**src/rtl/qed_scheduler_pkg.sv**
```systemverilog
// Shared types and defaults for the QED duplication sequencer.
package qed_sched_pkg;
   localparam int unsigned CNT_W_DEF    = 6;
   localparam int unsigned MAX_INSN_DEF = 16;

   typedef enum logic [2:0] {
      ORIG  = 3'd0,
      DRAIN = 3'd1,
      DUP   = 3'd2,
      CHECK = 3'd3
   } state_e;
endpackage

```
**src/rtl/qed_scheduler_if.sv**
```systemverilog
// Issue/commit handshake and status bundle between the core wrapper and the QED sequencer.
interface qed_scheduler_if
   import qed_sched_pkg::*;
#(
   parameter int unsigned CNT_W = CNT_W_DEF
);
   logic             qed_ena;
   logic             exec_dup;
   logic             issue_valid;
   logic             commit_valid;
   logic             commit_is_dup;
   logic             qed_mode;
   logic             fetch_hold;
   logic [2:0]       sif_state;
   logic [CNT_W-1:0] qed_num_orig;
   logic [CNT_W-1:0] qed_num_dup;
   logic             sif_commit;
   logic             qed_check_valid;
   logic             proto_err;

   modport slave (
      input  qed_ena, exec_dup, issue_valid, commit_valid, commit_is_dup,
      output qed_mode, fetch_hold, sif_state, qed_num_orig, qed_num_dup,
             sif_commit, qed_check_valid, proto_err
   );

   modport master (
      output qed_ena, exec_dup, issue_valid, commit_valid, commit_is_dup,
      input  qed_mode, fetch_hold, sif_state, qed_num_orig, qed_num_dup,
             sif_commit, qed_check_valid, proto_err
   );
endinterface

```
**src/rtl/qed_scheduler_updown_cnt.sv**
```systemverilog
// Saturating up/down counter; exposes next value so callers can act on the post-update count.
module qed_updown_cnt #(
   parameter int unsigned W = 6
) (
   input  logic         clk,
   input  logic         rst_n,
   input  logic         i_en,
   input  logic         i_inc,
   input  logic         i_dec,
   output logic [W-1:0] o_cnt,
   output logic [W-1:0] o_cnt_nxt,
   output logic         o_ovf,
   output logic         o_udf
);
   logic [W-1:0] r_cnt;

   always_comb begin
      o_cnt_nxt = r_cnt;
      o_ovf     = 1'b0;
      o_udf     = 1'b0;
      if (i_en && i_inc && !i_dec) begin
         if (r_cnt == '1) o_ovf = 1'b1;
         else             o_cnt_nxt = r_cnt + 1'b1;
      end else if (i_en && i_dec && !i_inc) begin
         if (r_cnt == '0) o_udf = 1'b1;
         else             o_cnt_nxt = r_cnt - 1'b1;
      end
   end

   always_ff @(posedge clk or negedge rst_n) begin
      if (!rst_n) r_cnt <= '0;
      else        r_cnt <= o_cnt_nxt;
   end

   assign o_cnt = r_cnt;
endmodule

```
**src/rtl/qed_scheduler.sv**
```systemverilog
// QED round sequencer: original issue, drain, duplicate replay, single-cycle consistency checkpoint.
module qed_scheduler
   import qed_sched_pkg::*;
#(
   parameter int unsigned CNT_W    = CNT_W_DEF,
   parameter int unsigned MAX_INSN = MAX_INSN_DEF
) (
   input  logic               clk,
   input  logic               rst,
   qed_scheduler_if.slave     bus
);
   localparam logic [CNT_W:0] MAX_V = (CNT_W+1)'(MAX_INSN);

   state_e           r_state;
   logic [CNT_W-1:0] r_num_orig;
   logic [CNT_W-1:0] r_num_dup;
   logic [CNT_W-1:0] r_dup_issued;
   logic             r_proto_err;

   logic [CNT_W-1:0] w_outst;
   logic [CNT_W-1:0] w_outst_nxt;
   logic             w_ovf;
   logic             w_udf;
   logic             w_active;
   logic             w_fetch_hold;
   logic             w_orig_commit;
   logic             w_dup_commit;
   logic [CNT_W-1:0] w_num_dup_nxt;
   logic [CNT_W:0]   w_sum;

   // A disabled block idles in ORIG; a round already past ORIG runs to completion.
   assign w_active      = bus.qed_ena | (r_state != ORIG);
   assign w_orig_commit = bus.commit_valid & ~bus.commit_is_dup;
   assign w_dup_commit  = bus.commit_valid &  bus.commit_is_dup;
   assign w_sum         = {1'b0, r_num_orig} + {1'b0, w_outst};
   assign w_num_dup_nxt = (w_dup_commit && (r_num_dup != r_num_orig)) ? r_num_dup + 1'b1 : r_num_dup;

   qed_updown_cnt #(.W(CNT_W)) u_outst (
      .clk       (clk),
      .rst_n     (rst),
      .i_en      (w_active),
      .i_inc     (bus.issue_valid),
      .i_dec     (bus.commit_valid),
      .o_cnt     (w_outst),
      .o_cnt_nxt (w_outst_nxt),
      .o_ovf     (w_ovf),
      .o_udf     (w_udf)
   );

   always_comb begin
      w_fetch_hold = 1'b1;
      case (r_state)
         ORIG:    w_fetch_hold = (w_sum >= MAX_V);
         DUP:     w_fetch_hold = (r_dup_issued == r_num_orig);
         default: w_fetch_hold = 1'b1;
      endcase
   end

   always_ff @(posedge clk or negedge rst) begin
      if (!rst) begin
         r_state      <= ORIG;
         r_num_orig   <= '0;
         r_num_dup    <= '0;
         r_dup_issued <= '0;
         r_proto_err  <= 1'b0;
      end else if (w_active) begin
         if (w_ovf || w_udf || (bus.issue_valid && w_fetch_hold))
            r_proto_err <= 1'b1;
         case (r_state)
            ORIG, DRAIN: begin
               if (w_orig_commit && (r_num_orig != '1)) r_num_orig <= r_num_orig + 1'b1;
               if (w_dup_commit) r_proto_err <= 1'b1;
               if (r_state == ORIG) begin
                  if (bus.qed_ena && (bus.exec_dup || (w_sum >= MAX_V)) && (w_sum != '0))
                     r_state <= DRAIN;
               end else if (w_outst_nxt == '0) begin
                  r_state <= DUP;
               end
            end
            DUP: begin
               if (bus.issue_valid && (r_dup_issued != '1)) r_dup_issued <= r_dup_issued + 1'b1;
               if (w_orig_commit) r_proto_err <= 1'b1;
               if (w_dup_commit && (r_num_dup == r_num_orig)) r_proto_err <= 1'b1;
               r_num_dup <= w_num_dup_nxt;
               if ((w_num_dup_nxt == r_num_orig) && (w_outst_nxt == '0))
                  r_state <= CHECK;
            end
            default: begin
               r_state      <= ORIG;
               r_num_orig   <= '0;
               r_num_dup    <= '0;
               r_dup_issued <= '0;
            end
         endcase
      end
   end

   assign bus.qed_mode        = (r_state == DUP);
   assign bus.fetch_hold      = w_fetch_hold;
   assign bus.sif_state       = r_state;
   assign bus.qed_num_orig    = r_num_orig;
   assign bus.qed_num_dup     = r_num_dup;
   assign bus.sif_commit      = (r_state == CHECK);
   assign bus.qed_check_valid = (r_state == CHECK);
   assign bus.proto_err       = r_proto_err;
endmodule

```
**src/flat_wrapper.sv**
```systemverilog
// flat-port wrapper written by rule: the top's interface ports become plain ports
module qed_scheduler_flat import qed_sched_pkg::*;
#(
   parameter int unsigned CNT_W    = CNT_W_DEF,
   parameter int unsigned MAX_INSN = MAX_INSN_DEF
)
  (clk, rst, bus_qed_ena, bus_exec_dup, bus_issue_valid, bus_commit_valid, bus_commit_is_dup, bus_qed_mode, bus_fetch_hold, bus_sif_state, bus_qed_num_orig, bus_qed_num_dup, bus_sif_commit, bus_qed_check_valid, bus_proto_err);
  qed_scheduler_if #(.CNT_W(CNT_W)) bus_i ();
  input  logic clk;
  input  logic rst;
  input wire logic [$bits(bus_i.qed_ena)-1:0] bus_qed_ena;
  input wire logic [$bits(bus_i.exec_dup)-1:0] bus_exec_dup;
  input wire logic [$bits(bus_i.issue_valid)-1:0] bus_issue_valid;
  input wire logic [$bits(bus_i.commit_valid)-1:0] bus_commit_valid;
  input wire logic [$bits(bus_i.commit_is_dup)-1:0] bus_commit_is_dup;
  output wire logic [$bits(bus_i.qed_mode)-1:0] bus_qed_mode;
  output wire logic [$bits(bus_i.fetch_hold)-1:0] bus_fetch_hold;
  output wire logic [$bits(bus_i.sif_state)-1:0] bus_sif_state;
  output wire logic [$bits(bus_i.qed_num_orig)-1:0] bus_qed_num_orig;
  output wire logic [$bits(bus_i.qed_num_dup)-1:0] bus_qed_num_dup;
  output wire logic [$bits(bus_i.sif_commit)-1:0] bus_sif_commit;
  output wire logic [$bits(bus_i.qed_check_valid)-1:0] bus_qed_check_valid;
  output wire logic [$bits(bus_i.proto_err)-1:0] bus_proto_err;
  assign bus_i.qed_ena = bus_qed_ena;
  assign bus_i.exec_dup = bus_exec_dup;
  assign bus_i.issue_valid = bus_issue_valid;
  assign bus_i.commit_valid = bus_commit_valid;
  assign bus_i.commit_is_dup = bus_commit_is_dup;
  assign bus_qed_mode = bus_i.qed_mode;
  assign bus_fetch_hold = bus_i.fetch_hold;
  assign bus_sif_state = bus_i.sif_state;
  assign bus_qed_num_orig = bus_i.qed_num_orig;
  assign bus_qed_num_dup = bus_i.qed_num_dup;
  assign bus_sif_commit = bus_i.sif_commit;
  assign bus_qed_check_valid = bus_i.qed_check_valid;
  assign bus_proto_err = bus_i.proto_err;
  qed_scheduler #(.CNT_W(CNT_W), .MAX_INSN(MAX_INSN)) u_core (.clk(clk), .rst(rst), .bus(bus_i));
endmodule
```
**config.mk**
```make
export PLATFORM = sky130hd
export DESIGN_NAME = qed_scheduler_flat
export DESIGN_NICKNAME = d
export VERILOG_FILES = /design/src/rtl/qed_scheduler_pkg.sv /design/src/rtl/qed_scheduler_if.sv /design/src/rtl/qed_scheduler_updown_cnt.sv /design/src/rtl/qed_scheduler.sv /design/src/flat_wrapper.sv
export SDC_FILE = /design/constraint.sdc
export NUM_CORES = 1
export LEC_CHECK = 0
export ABC_AREA = 1
export ABC_CLOCK_PERIOD_IN_PS = 2800
export BUFFER_PORTS_ARGS = -buffer_cell sky130_fd_sc_hd__buf_2
export CAP_MARGIN = 5
export CORE_ASPECT_RATIO = 0.5
export CORE_MARGIN = 2
export CORE_UTILIZATION = 59
export CTS_CLUSTER_SIZE = 20
export DETAILED_ROUTE_END_ITERATION = 12
export PLACE_DENSITY_LB_ADDON = 0.08
export SLEW_MARGIN = 20
export SYNTH_ARGS = -nofsm -noshare
export SYNTH_HDL_FRONTEND = slang
export SYNTH_SLANG_ARGS = --single-unit
```
**constraint.sdc**
```tcl
create_clock -name clk -period 2.8 [get_ports clk]
set_input_delay 0.28 -clock clk [delete_from_list [all_inputs] [get_ports clk]]
set_output_delay 0.28 -clock clk [all_outputs]
set_load 0.01 [all_outputs]
```
Word-level counts from Yosys, hierarchy flattened
Index checks and enable logic that the tools add are counted.
{"block": "totals", "register_bits": 28, "input_bits": 7, "out_inout_bits": 20, "word_cells": 87}
{"block": "op_classes", "n_addsub": 6, "n_lt_le_gt_ge": 1, "eq_ne": 15, "mux": 26, "n_bitwise": 6, "reduce_logical": 27}
{"operator": "$mux W6", "count": 7}
{"operator": "$pmux W6 S2", "count": 3}
{"operator": "$add A6 B1 Y6 const B", "count": 4}
{"operator": "$eq A6 B6 Y1", "count": 3}
{"operator": "$logic_and A1 B1 Y1", "count": 12}
{"operator": "$logic_not A6 Y1", "count": 2}
{"operator": "$mux W3", "count": 4}
{"operator": "$ne A6 B6 Y1 const B", "count": 2}
{"operator": "$mux W1", "count": 9}
{"operator": "$add A6 B6 Y7", "count": 1}
{"operator": "$ge A7 B5 Y1 const B", "count": 1}
{"operator": "$reduce_bool A7 Y1", "count": 1}
{"operator": "$eq A3 B2 Y1 const B", "count": 2}
{"operator": "$eq A6 B6 Y1 const B", "count": 1}
{"operator": "$ne A2 B1 Y1 const B", "count": 3}
{"operator": "$ne A6 B6 Y1", "count": 1}
{"operator": "$pmux W3 S2", "count": 1}
{"operator": "$reduce_and A3 Y1", "count": 2}
{"operator": "$sub A6 B1 Y6 const B", "count": 1}
{"operator": "$pmux W1 S2", "count": 2}
{"operator": "$reduce_and A4 Y1", "count": 1}
{"operator": "$eq A3 B1 Y1 const B", "count": 1}
{"operator": "$logic_not A3 Y1", "count": 1}
{"operator": "$logic_or A1 B1 Y1", "count": 3}
{"operator": "other kinds (9)", "count": 13}

Logic depth before layout (Yosys ltp)
{"block": "depth", "word_depth": 12, "depth_mapped": 16, "ltp_nobuf": 16}

By module
A second synthesis with hierarchy kept.
{"block": "hier_totals", "hier_cells": 346, "area_unflattened_um2": 2368.5}
{"mod": "qed_scheduler", "n_inst": 1, "cells_per_inst": 263, "area_each_um2": 1813.0, "seq_area_each_um2": 525.5}
{"mod": "qed_updown_cnt", "n_inst": 1, "cells_per_inst": 83, "area_each_um2": 555.5, "seq_area_each_um2": 150.1}

Least setup slack after synthesis
Ideal clock, no wire load.
{"block": "synth_timing", "path_type": "flip-flop to flip-flop", "start": "register u_core.r_num_orig[0] (netlist: u_core.bus.qed_num_orig[0])", "end": "register u_core.r_proto_err (netlist: u_core.bus.proto_err)", "setup_time_ns": 0.077, "t_arrival_ns": 2.014, "required_time_ns": 2.723, "slack_ns": 0.709, "stages_incl_launch_ff": 12, "path_buffers": 0, "synth_period_minus_slack_ns": 2.091, "path_cell_list": "dfrtp_1 ha_1 fa_1 a21o_1 nand4_1 a21oi_1 or2_2 nand2_1 nand2_1 nand3_1 nand2_1 a21oi_1"}
{"block": "synth_via", "elab_chain_len": 9, "elab_cells_between_ends": 13, "cone_classes": "add/sub (1); order compare (1); eq/ne (2); mux (6); reduce/logical (3)"}
{"element": "from (decl)", "line": "qed_scheduler.sv:15", "rtl": "logic [CNT_W-1:0] r_num_orig;"}
{"element": "from (signal assigned)", "line": "qed_scheduler.sv:71", "rtl": "if (w_orig_commit && (r_num_orig != '1)) r_num_orig <= r_num_orig + 1'b1;"}
{"element": "$add A6 B6 Y7", "line": "qed_scheduler.sv:35", "rtl": "assign w_sum = {1'b0, r_num_orig} + {1'b0, w_outst};"}
{"element": "$ge A7 B5 Y1", "line": "qed_scheduler.sv:53", "rtl": "ORIG: w_fetch_hold = (w_sum >= MAX_V);"}
{"element": "$pmux W1 S2 (*)", "line": "qed_scheduler.sv:52", "rtl": "case (r_state)"}
{"element": "net bus_fetch_hold", "line": "flat_wrapper.sv:17", "rtl": "output wire logic [$bits(bus_i.fetch_hold)-1:0] bus_fetch_hold;"}
{"element": "$logic_and A1 B1 Y1 (*)", "line": "qed_scheduler.sv:67", "rtl": "if (w_ovf || w_udf || (bus.issue_valid && w_fetch_hold))"}
{"element": "$logic_or A1 B1 Y1 (*)", "line": "qed_scheduler.sv:67"}
{"element": "$mux W1 (*)", "line": "qed_scheduler.sv:67"}
{"element": "$mux W1", "line": "qed_scheduler.sv:82", "rtl": "if (w_orig_commit) r_proto_err <= 1'b1;"}
{"element": "$mux W1", "line": "qed_scheduler.sv:83", "rtl": "if (w_dup_commit && (r_num_dup == r_num_orig)) r_proto_err <= 1'b1;"}
{"element": "$pmux W1 S2 (*)", "line": "qed_scheduler.sv:69", "rtl": "case (r_state)"}
{"element": "to (signal assigned)", "line": "qed_scheduler.sv:68", "rtl": "r_proto_err <= 1'b1;"}
{"element": "to (signal assigned)", "line": "qed_scheduler.sv:82"}
{"element": "to (signal assigned)", "line": "qed_scheduler.sv:83"}
{"element": "to (decl)", "line": "qed_scheduler.sv:18", "rtl": "logic r_proto_err;"}
Mark *: on every way through the listed nets, which the timed path passes. The rest lies on a longest branch.
A chain may end at the register's enable or synchronous reset.

Final worst setup path
{"block": "layout_timing", "start": "register u_core.r_num_orig[0] (netlist: u_core.bus.qed_num_orig[0])", "end": "output port bus_fetch_hold"}
{"block": "layout_via", "elab_chain_len": 3, "elab_cells_between_ends": 4, "cone_classes": "add/sub (1); order compare (1); eq/ne (1); mux (1)"}
{"element": "$add A6 B6 Y7", "line": "qed_scheduler.sv:35"}
{"element": "$ge A7 B5 Y1", "line": "qed_scheduler.sv:53"}
{"element": "$pmux W1 S2 (*)", "line": "qed_scheduler.sv:52"}
{"element": "to (decl)", "line": "flat_wrapper.sv:17"}
Mark *: on every way between the ends. The rest lies on a longest branch, timed or not.

==> metrics <==
first-pass GRT wire length a little over 9000 um; Port Buffers 25; setup violators final 0; Power Total approximately 2.5 mW; Slew Viols, Final 0; gp weighted congestion between 0.9 and 1; Worst Max-Slew Pin Slew around 610 ps; TritonCTS buffer count 3; Root Buffer clkbuf_8; Die H between 40 and 50 um; sequential-to-total area share from yosys stat slightly below 30%; Core ar. 3580 um2; worst path cell trace ha_1 -> fa_1 -> a21o_1 -> nand4_1 -> a21oi_1 -> or2_2 -> nand2_1 -> buf_2; vias in the first global route 1958; worst hold path class in -> async; Final Hold Fails 8; RSZ-0062 raised after global routing no; Critical Path End Type output pin; CTS H-tree lvls 1; first-pass iteration count of the detailed router 5; layout cell share with drive strength beyond 1 between 10 and 15%; clock skew ~6.3 ps; average wire per standard cell 13.8 um; CTS Hold Bufs 0; leak pwr 1.29 nW; Max-cap violations 0; Final min period 2580 ps; Die W a little over 90 um; grt ovf 0; CP required between 2000 and 3000 ps; CP Max Fanout 6; DR vias ~2300; Crit path arrival time approximately 2300 ps; crit path launch u_core.bus.qed_num_orig[0]; worst-case clock buffer depth 2; syn_nets between 300 and 400; DP Area approximately 2500 um2; setup slack, reg-to-reg between 500 and 600 ps; CTS clock-pin slew for the worst setup and hold paths around 90 ps; # DRC 0; synth-to-layout area growth 8.86%; via/cell ratio 5.68; initial antenna violation count 0; failing checks hold timing; die area around 4400 um2; CP max-delay cell dfrtp_1; Worst Path Buf+Inv 1; post-DP HPWL about 4400 um; pin count of the biggest net entering global routing 28; Crit Path Class reg -> out; CP Launch Type register; run status finished, violations left; worst vdd ir 0.000427 V; I/O pin cnt 27; CP delay by family, top adder cells; Antenna diodes 0; syn_area_per_cell 6.85 um2; worst hold slack -6.04 ps; CP max stage delay 470 ps; Unique masters post-synth 33; Initial Utilization 64.2%; final antenna-violating net count 0; Synth Instances 336; fillcell total a little over 300; total routed wirelength between 5000 and 6000 um; setup_tns 0 ps; CTS tree yes; Tcrit/Tclk final 92.2%; relative slew slack 59.2%; DRT iter0 DRCs 146; Power Dens Cells 979 nW/um2; fin nets 386; synthesized flop and latch total 27; clk sinks 27; reg2reg start u_core.bus.sif_state[0]; Setup Buffers After CTS 0; cts repair resizes 0; Max Clk Rate 0.387 GHz; Post-Syn Area 2300 um2; standard-cell rows 15; Clock Latency Late Sink around 280 ps; Total Routing Usage GR 26.7%; synth warn 0; fin area between 2000 and 3000 um2
-- path summary, 6_finish.rpt --
path                                             endpoint  depth (start not counted)
min in group clk                     u_core.bus.proto_err                          5
worst min-delay path            u_core.bus.qed_num_dup[1]                          1
worst max register to register    u_core.bus.sif_state[0]                         16
worst min register to register     u_core.r_dup_issued[5]                          1
worst max-delay path                       bus_fetch_hold                          8
max in group asynchronous         u_core.u_outst.o_cnt[3]                          1
-- metal layers --
layer  global-route usage, %  share of wire (%)  vias to the layer above
li1                        -                  -                     1155
met1                    36.8                 45                     1068
met2                    44.8                 45                      109
met3                    4.64                8.4                       10
met4                    8.66                1.2                        0
met5                       0                  0                        -
-- cells by family after synthesis --
logic type | count (synthesis) | synth area share [%]
simple gates | 181 | 36.5
buf+inv | 55 | 9.79
compound gates | 48 | 12.0
flops | 27 | 29.4
fa+ha+maj | 17 | 9.57
xor+xnor | 7 | 2.66
other cells | 1 | 0.163
-- final cells by class --
class,count,area [um2],area share (%)
multi-input cells,254,1400,55.9
flip-flops and latches,27,676,27.0
inverters,50,188,7.49
repair buffers,26,133,5.29
well taps,51,63.8,2.55
clock buffers,4,45.0,1.80
-- layout by cell type, fill, tap and decap left out, drive strengths merged, types with 11 or more instances in the layout --
cell   netlist  routed
nor2        31      31
nand2       88      88
nand3       37      37
a21oi       17      17
dfrtp       27      27
nor3        11      11
o22ai       13      13
ha          16      16
o21ai       12      12
inv         50      50
buf          4      26
-- stage by stage --
stage	utilization, %	cells	worst slack (ps)
6_report	69.9	412	218
5_1_grt	69.9	412	74.7
4_1_cts	69.9	412	231
3_5_place_dp	68.6	408	559
3_3_place_gp	68.6	408	564
2_1_floorplan	-	336	709
-- report_power, final --
part	internal, mW	total (mW)	leakage [nW]	switching [mW]
Sequential	0.495	0.683	0.356	0.189
Clock	0.102	0.229	0.0228	0.127
Combinational	0.549	1.54	0.916	0.992
Total	1.15	2.45	1.29	1.31
-- cells in the mapped netlist, drive strengths merged --
library cell | n | area (um2)
and2 | 1 | 6.26
a21o | 2 | 15.0
dfrtp | 27 | 676
o21ai | 12 | 60.1
or2 | 2 | 12.5
nand4 | 7 | 43.8
nand3b | 1 | 7.51
nand2 | 88 | 350
fa | 1 | 20.0
conb | 1 | 3.75
inv | 50 | 188
nor3b | 2 | 15.0
a21oi | 17 | 88.8
a211oi | 1 | 7.51
xor2 | 7 | 61.3
ha | 16 | 200
nor2 | 31 | 131
clkbuf | 1 | 3.75
buf | 4 | 33.8
nand3 | 37 | 200
o211ai | 3 | 22.5
nor3 | 11 | 66.3
o22ai | 13 | 81.3
nor4 | 1 | 6.26
-- state kept, by name, summed over array words and instances (netlist names) --
name	flops
u_core.r_dup_issued	6
u_core.u_outst.o_cnt	6
u_core.bus.qed_num_orig	6
u_core.bus.proto_err	1
u_core.bus.qed_num_dup	6
u_core.bus.sif_state	2
(Power assumes the default switching activity.)
